==> config.mk <==
export PLATFORM = sky130hd
export DESIGN_NAME = div_controller
export DESIGN_NICKNAME = d
export VERILOG_FILES = /design/src/rtl/div_controller_pkg.sv /design/src/rtl/div_controller_step.sv /design/src/rtl/div_controller.sv
export SDC_FILE = /design/constraint.sdc
export NUM_CORES = 1
export LEC_CHECK = 0
export CAP_MARGIN = 20
export CORE_ASPECT_RATIO = 0.9
export CORE_MARGIN = 4
export CORE_UTILIZATION = 50
export DETAILED_ROUTE_END_ITERATION = 12
export DONT_BUFFER_PORTS = 1
export PLACE_DENSITY = 0.74
export SLEW_MARGIN = 25
export SYNTH_ARGS = -nofsm -noshare
export SYNTH_HDL_FRONTEND = slang
export SYNTH_SLANG_ARGS = --single-unit
==> constraint.sdc <==
create_clock -name clk -period 16 [get_ports clk]
set_clock_uncertainty 0.05 [all_clocks]
set_input_delay 1.6 -clock clk [delete_from_list [all_inputs] [get_ports clk]]
set_output_delay 1.6 -clock clk [all_outputs]
set_load 0.01 [all_outputs]
==> src/rtl/div_controller_pkg.sv <==
// div_controller_pkg: shared FSM state encodings and decoder funct codes for the divide sequencer
package div_controller_pkg;
  typedef enum logic [1:0] {
    DIV_IDLE = 2'd0,
    DIV_ON   = 2'd1,
    DIV_ZERO = 2'd2,
    DIV_END  = 2'd3
  } div_state_e;
  localparam logic [5:0] EXE_DIV  = 6'b011010;
  localparam logic [5:0] EXE_DIVU = 6'b011011;
endpackage

==> src/rtl/div_controller_step.sv <==
// div_step: one combinational restoring shift/subtract iteration of the radix-2 divider
module div_step #(
  parameter int WIDTH = 32
) (
  input  logic [WIDTH-1:0] rem,
  input  logic [WIDTH-1:0] quo,
  input  logic [WIDTH-1:0] divisor,
  output logic [WIDTH-1:0] rem_n,
  output logic [WIDTH-1:0] quo_n
);
  logic [WIDTH:0] sh;
  logic ge;
  assign sh = {rem, quo[WIDTH-1]};
  assign ge = sh >= {1'b0, divisor};
  // rem < divisor holds between steps, so the restored or reduced value always fits WIDTH bits
  assign rem_n = ge ? WIDTH'(sh - {1'b0, divisor}) : sh[WIDTH-1:0];
  assign quo_n = {quo[WIDTH-2:0], ge};
endmodule

==> src/rtl/div_controller.sv <==
// div_controller: iterative restoring DIV/DIVU sequencer with pipeline stall and HI/LO result pulse.
// Defining DIV_ZERO_FLAG_EN adds the div_zero_o output flagging a zero divisor alongside ready_o.
module div_controller
  import div_controller_pkg::*;
#(
  parameter int WIDTH = 32
) (
  input  logic               clk,
  input  logic               rst,
  input  logic               start_i,
  input  logic               signed_i,
  input  logic [WIDTH-1:0]   opa_i,
  input  logic [WIDTH-1:0]   opb_i,
  input  logic               annul_i,
  output logic               stall_o,
  output logic               ready_o,
`ifdef DIV_ZERO_FLAG_EN
  output logic [2*WIDTH-1:0] result_o,
  output logic               div_zero_o
`else
  output logic [2*WIDTH-1:0] result_o
`endif
);
  localparam int CW = $clog2(WIDTH);
  div_state_e state, state_n;
  logic [CW-1:0] cnt;
  logic [WIDTH-1:0] rem, quo, divisor, rem_n, quo_n, a_abs, b_abs;
  logic q_neg, r_neg, zero_r, b_zero;
  assign b_zero = opb_i == '0;
  assign a_abs = (signed_i && opa_i[WIDTH-1]) ? -opa_i : opa_i;
  assign b_abs = (signed_i && opb_i[WIDTH-1]) ? -opb_i : opb_i;
  div_step #(.WIDTH(WIDTH)) u_step (
    .rem(rem),
    .quo(quo),
    .divisor(divisor),
    .rem_n(rem_n),
    .quo_n(quo_n)
  );
  always_comb begin
    state_n = state;
    case (state)
      DIV_IDLE: state_n = (start_i && !annul_i) ? (b_zero ? DIV_ZERO : DIV_ON) : DIV_IDLE;
      DIV_ON:   state_n = annul_i ? DIV_IDLE : (cnt == CW'(WIDTH-1)) ? DIV_END : DIV_ON;
      DIV_ZERO: state_n = annul_i ? DIV_IDLE : DIV_END;
      default:  state_n = DIV_IDLE;
    endcase
  end
  assign stall_o = !rst && ((state == DIV_IDLE && start_i && !annul_i) || state == DIV_ON || state == DIV_ZERO);
  assign ready_o = state == DIV_END;
`ifdef DIV_ZERO_FLAG_EN
  assign div_zero_o = ready_o && zero_r;
`endif
  always_ff @(posedge clk) begin
    if (rst) state <= DIV_IDLE;
    else state <= state_n;
  end
  always_ff @(posedge clk) begin
    if (rst) begin
      cnt      <= '0;
      rem      <= '0;
      quo      <= '0;
      divisor  <= '0;
      q_neg    <= 1'b0;
      r_neg    <= 1'b0;
      zero_r   <= 1'b0;
      result_o <= '0;
    end else begin
      if (state == DIV_IDLE) begin
        cnt     <= '0;
        rem     <= '0;
        quo     <= b_zero ? opa_i : a_abs;
        divisor <= b_abs;
        q_neg   <= signed_i && (opa_i[WIDTH-1] ^ opb_i[WIDTH-1]);
        r_neg   <= signed_i && opa_i[WIDTH-1];
        zero_r  <= b_zero;
      end
      if (state == DIV_ON) begin
        rem <= rem_n;
        quo <= quo_n;
        cnt <= cnt + 1'b1;
      end
      // the result commits only on the edge that enters END, so an annul leaves it untouched
      if (state != DIV_END && state_n == DIV_END)
        result_o <= zero_r ? {quo, {WIDTH{1'b1}}}
                           : {r_neg ? -rem_n : rem_n, q_neg ? -quo_n : quo_n};
    end
  end
endmodule
-- After elaboration in Yosys (flattened, before gate mapping)
Cells that the tools add are included.
- input bits: 69
- word-level logic and storage cells: 57
- register bits: 170
- output and inout port bits: 66
- reductions and logical operators: 15
- add/subtract/negate cells: 6
- order comparisons: 1
- equal/unequal tests: 6
- bitwise gates (word level): 1
- multiplexer cells: 19
- operators with widths (operator ; count):
    $mux W32 ; 10
    $neg A32 Y32 ; 4
    $mux W64 ; 1
    $ge A33 B32 Y1 ; 1
    $logic_not A32 Y1 ; 1
    $sub A32 B32 Y32 ; 1
    $mux W2 ; 5
    $mux W5 ; 2
    $logic_and A1 B1 Y1 ; 8
    $eq A2 B2 Y1 const B ; 3
    $pmux W2 S3 ; 1
    $add A5 B1 Y5 const B ; 1
    $eq A5 B5 Y1 const B ; 1
    $eq A2 B1 Y1 const B ; 1
    $logic_not A1 Y1 ; 2
    $logic_not A2 Y1 ; 1
    $logic_or A1 B1 Y1 ; 2
    $ne A2 B2 Y1 const B ; 1
    $reduce_bool A2 Y1 ; 1
    $xor A1 B1 Y1 ; 1

-- Logic depth before layout (Yosys ltp)
- word-level depth: 6
- depth in mapped cells: 26
- gate-level depth less buffers: 22

-- By module
A second synthesis with hierarchy kept.
- cells, all modules: 1521
- area, all modules: 12054.1 um^2
- by module, submodules not included (module ; cells each ; times used ; sequential area each (um^2) ; area each (um^2)):
    div_controller ; 1166 ; 1 ; 3403.3 ; 9482.8
    div_step ; 355 ; 1 ; 0.0 ; 2571.2

-- Worst setup path before layout
OpenSTA, ideal clock, no wires.
- path type: register -> register
- start point: reg divisor[16]
- end point: reg result_o[62]
- path slack: 10.931 ns
- path buffers: 5
- clock period less this slack: 5.069 ns
- setup time: 0.095 ns
- arrival: 4.923 ns
- required time: 15.855 ns
- cell stages (with the launch flop): 26
- path through: dfxtp_1 -> inv_1 -> ha_1 -> buf_4 -> nand4_1 -> nor3_2 -> o211ai_2 -> a211oi_4 -> or2_1 -> buf_6 -> buf_2 -> buf_2 -> buf_2 -> nand2_1 -> o21ai_0 -> ha_1 -> nand2_1 -> or3_1 -> nor2_1 -> or4bb_1 -> o41a_1 -> nor2_1 -> nor4b_4 -> a31oi_1 -> xnor2_1 -> a221oi_1
- longest elaborated chain between the ends: 5
- elaborated cells on any way between the ends: 6
- classes of those cells: 2 x add/sub; 1 x order compare; 3 x mux
- RTL lines (element ; line ; source):
    start: declaration ; div_controller.sv:27 ; logic [WIDTH-1:0] rem, quo, divisor, rem_n, quo_n, a_abs, b_abs;
    start signal: assignment ; div_controller.sv:72 ; divisor <= b_abs;
    $sub A32 B32 Y32 or $ge A33 B32 Y1 (tied branches) ; div_controller_step.sv:16, div_controller_step.sv:14 ;
    $mux W32 * ; div_controller_step.sv:16 ; assign rem_n = ge ? WIDTH'(sh - {1'b0, divisor}) : sh[WIDTH-1:0];
    $neg A32 Y32 ; div_controller.sv:85 ; : {r_neg ? -rem_n : rem_n, q_neg ? -quo_n : quo_n};
    $mux W32 * ; div_controller.sv:85 ;
    $mux W64 * ; div_controller.sv:84 ; result_o <= zero_r ? {quo, {WIDTH{1'b1}}}
    end signal: assignment ; div_controller.sv:84 ;
    end: declaration ; div_controller.sv:21 ; output logic [2*WIDTH-1:0] result_o
Every way passes the cells marked *; elsewhere a longest branch is shown, timed or not.
A chain may end at the register's enable or synchronous reset.

-- Worst setup path in the final report
- start point: reg rem[12]
- end point: reg result_o[62]
- longest elaborated chain between the ends: 5
- elaborated cells on any way between the ends: 6
- classes of those cells: 2 x add/sub; 1 x order compare; 3 x mux
- RTL lines (element ; line ; source):
    start: declaration ; div_controller.sv:27 ;
    start signal: assignment ; div_controller.sv:78 ; rem <= rem_n;
    $sub A32 B32 Y32 or $ge A33 B32 Y1 (tied branches) ; div_controller_step.sv:16, div_controller_step.sv:14 ;
    $mux W32 * ; div_controller_step.sv:16 ;
    $neg A32 Y32 ; div_controller.sv:85 ;
    $mux W32 * ; div_controller.sv:85 ;
    $mux W64 * ; div_controller.sv:84 ;
Marked as above.

==> flow_summary.toml <==
[run_status]
outcome = "finished, final reports clean"

[synth]
avgSynthCellArea_sq_um = 7.48
synth_nets = 1716
synthDistinctLibCells = 88
synth_cells = 1608
ys.flop_type = "dfxtp_1"
synth-edff-count = 0
synthArstFlopShare_pct = 0
ys_ff_latch = 170
synth_area_sq_um = 12000
yosysWarnings = 0
seq_area_frac_synth_pct = 28.3

[setup_path]
max_stage_delay_ns = 0.53
cpLargestDelayFamily = "simple AND/OR/NAND/NOR gates"
critPathMaxFanout = 44
critPathArrivalTime_ns = 5.97
required_ns = 16.30
worst-path-buf-inv = 1
reg2regPathDepth = 20
cp_cell_sequence = "ha_1 > nand4_1 > nor3_2 > o211ai_2 > a211oi_4 > or2_1 > buf_4 > nand2_1 > o21ai_0 > ha_1 > nand2_1 > or3_1 > nor2_1 > or4bb_1 > o41a_1 > nor2_1 > nor4b_4 > a31oi_1 > xnor2_1 > a221oi_1"
cp-start-kind = "flip-flop"
crit-reg2reg-launch = "rem[12]$_SDFFE_PP0P_"
worstSetupPathType = "reg2reg"
r2r_end = "result_o[62]$_SDFFE_PP0P_"
crit_path_end_kind = "flip-flop"
r2r_setup_slack_ns = 10.34
cpMaxStageDelayCell = "ha_1"

[pwr]
clkPwrFrac_pct = 41.7
power.density_nw_per_um2 = 84.8
seq_power_share_pct = 42.6
p_total_uw = 1080
p_comb_share_pct = 15.7
peakVddDrop_mv = 0.0652
power_switching_uw = 337
intPower_uw = 740
swShare_pct = 31.3
power.static_leakage_uw = 0.00482

[worst_hold_path]
hold_path_depth = 2
hp-class = "reg2reg"
hold_path_end = "divisor[31]$_SDFFE_PP0P_"
hp-start = "divisor[31]$_SDFFE_PP0P_"

[finish]
drive_gt1_share_pct = 5.83
final_nets = 1638
area_delta_synth_final_pct = 5.59
insertedDiodeCount = 0
utilization_pct = 54.0

[routing]
via_per_inst = 6.40
via_count = 11800
drtIter0Drc = 1398
ant_nets = 0
route.detailed.drc = 0
drt-total-wl_microns = 38500
drt-pass1-iter-count = 5
avgRoutedWirePerCell_microns = 20.8

[sta]
post-route-period-util_pct = 35.4
slew_headroom_pct = 35.1
slew_violations = 0
finalSetupTns_ns = 0
rsz0062_at_grt = "false"
finalSetupViolations = 0
fmax_mhz = 177
worstMarginPinSlew_ns = 0.965
finalCriticalPeriod_ns = 5.66
hold_violations = 0

[floorplan]
dieArea_sq_um = 26600
rows = 53
start_util_pct = 51.1
die_x_microns = 172
ios = 135
coreArea_sq_um = 23500
die_y_microns = 155

[placed_design]
place_hpwl_microns = 28700
place_congestion = 0.933
portBuffers = 0

[clock_network]
cts_tree = "built"
clock_path_buffers = 2
clk_latency_ns = 0.45
cts_made_buffers = 17
cts_root_buf = "clkbuf_16"
holdBufCountCts = 0
clkSlewWorstSetupHoldPaths_ns = 0.07
cts_setup_buffers = 0
cts.repair.resized = 0
numClockSinks = 170
htree_num_levels = 4

[flow_run]
drv_cap = 0

[grt]
grt-ovfl-total = 0
grt_pass1_vias = 10600
antenna_found_initial = 0
grt.total_usage_pct = 28.5
grt_max_degree = 171
grt_pass1_wl_microns = 60900
## sequential cells by signal, indices dropped and copies added, names as in the netlist
| name | flops |
|---|---|
| result_o | 64 |
| divisor | 32 |
| quo | 32 |
| rem | 32 |
| cnt | 5 |
| state | 2 |
| q_neg | 1 |
| r_neg | 1 |
| zero_r | 1 |
## area by class of cell
class / instances / area (sq um)
flip-flops and latches: 170 / 3410
inverters: 62 / 233
clock buffers: 17 / 425
clock inverters: 15 / 198
well taps: 302 / 378
multi-input cells: 1267 / 7980
fillers: 2248 / 10800
repair buffers: 12 / 90.1
## worst max-delay path by stage
stage / slack [ns] / endpoint / startpoint / cells past startpoint
4_1_cts: 10.44 / result_o[62]$_SDFFE_PP0P_ / rem[12]$_SDFFE_PP0P_ / 20
5_1_grt: 9.87 / result_o[62]$_SDFFE_PP0P_ / rem[12]$_SDFFE_PP0P_ / 19
3_3_place_gp: 10.63 / result_o[62]$_SDFFE_PP0P_ / rem[19]$_SDFFE_PP0P_ / 19
3_5_place_dp: 10.45 / result_o[62]$_SDFFE_PP0P_ / rem[12]$_SDFFE_PP0P_ / 19
2_1_floorplan: 10.93 / result_o[62]$_SDFFE_PP0P_ / divisor[16]$_SDFFE_PP0P_ / 25
6_report: 10.34 / result_o[62]$_SDFFE_PP0P_ / rem[12]$_SDFFE_PP0P_ / 20
## synth_stat cells (9+ instances only)
library cell | instances | area, sq um
clkbuf_1 | 84 | 315
a31oi_1 | 17 | 106
ha_1 | 38 | 475
buf_1 | 10 | 37.5
a21o_1 | 9 | 67.6
a21oi_1 | 96 | 480
inv_1 | 58 | 218
o21ai_0 | 119 | 596
and3_1 | 12 | 75.1
nand3_1 | 28 | 140
a311oi_1 | 21 | 184
dfxtp_1 | 170 | 3400
nand2_1 | 190 | 713
xor2_1 | 65 | 569
or3_1 | 32 | 200
nand4_1 | 18 | 113
buf_2 | 11 | 55.1
xnor2_1 | 61 | 534
nand2b_1 | 12 | 75.1
nor4_1 | 16 | 100
o211ai_1 | 21 | 158
nor2_1 | 192 | 721
a22oi_1 | 21 | 158
o41ai_1 | 12 | 105
a211oi_1 | 52 | 390
mux2i_1 | 37 | 370
o21a_1 | 9 | 67.6
o31ai_1 | 26 | 195
nor3_1 | 28 | 140
nor2b_1 | 13 | 81.3
## placed cells by master (no fill, tap or decap), drive strengths merged, types with 16 or more instances in the layout
master | synthesis | final
nand2 | 190 | 190
nor4 | 16 | 16
a311oi | 21 | 21
or3 | 33 | 33
o211ai | 23 | 23
a22oi | 21 | 21
xnor2 | 61 | 61
nor2 | 192 | 192
nand3 | 28 | 28
o31ai | 27 | 27
inv | 60 | 69
a211oi | 54 | 54
a31oi | 17 | 17
a21oi | 100 | 100
o21ai | 125 | 125
xor2 | 65 | 65
nor3 | 29 | 29
clkbuf | 84 | 17
dfxtp | 170 | 170
mux2i | 37 | 37
nand4 | 18 | 18
ha | 38 | 38
## through the flow
stage / hold WS (ns) / std cells / setup slack (ns) / area (sq um)
after floorplan: 0.382 / 1608 / 10.93 / 12000
after global placement: 0.390 / 1813 / 10.63 / 12100
after detailed placement: 0.394 / 1813 / 10.45 / 12100
after CTS: 0.403 / 1845 / 10.44 / 12700
after global routing: 0.427 / 1845 / 9.87 / 12700
final: 0.404 / 1845 / 10.34 / 12700
## worst min-delay path: stages (launching register included)
cell and delay [ns]:
dfxtp_1 0.31, nand2_1 0.05, a21oi_1 0.05
## per-layer routing
layer  GRT usage, %  up-vias  share of wire [%]
li1               -     5647                  -
met1           42.5     5587                 45
met2           41.8      534                 43
met3           6.30       49                 10
met4           6.56        0                1.6
met5              0        -                  0
## power by group through the flow
stage	Combinational [uW]	Sequential, uW	Clock, uW
4_1_cts	166	458	449
6_report	169	459	449
3_3_place_gp	164	467	0
5_1_grt	187	461	471
3_5_place_dp	165	468	0
2_1_floorplan	137	457	0
## cells by family after synthesis
kind of cell               after synthesis  synth area share [%]
AOI/OAI and AO/OA                      477                  26.8
xor gates and xnor gates               126                  9.17
adders and majority gates               39                  4.12
buffers and inverters                  171                  5.67
DFF                                    170                  28.3
muxes                                   41                  3.45
and+or+nand+nor                        584                  22.5
Power figures use the tool's default switching activity.
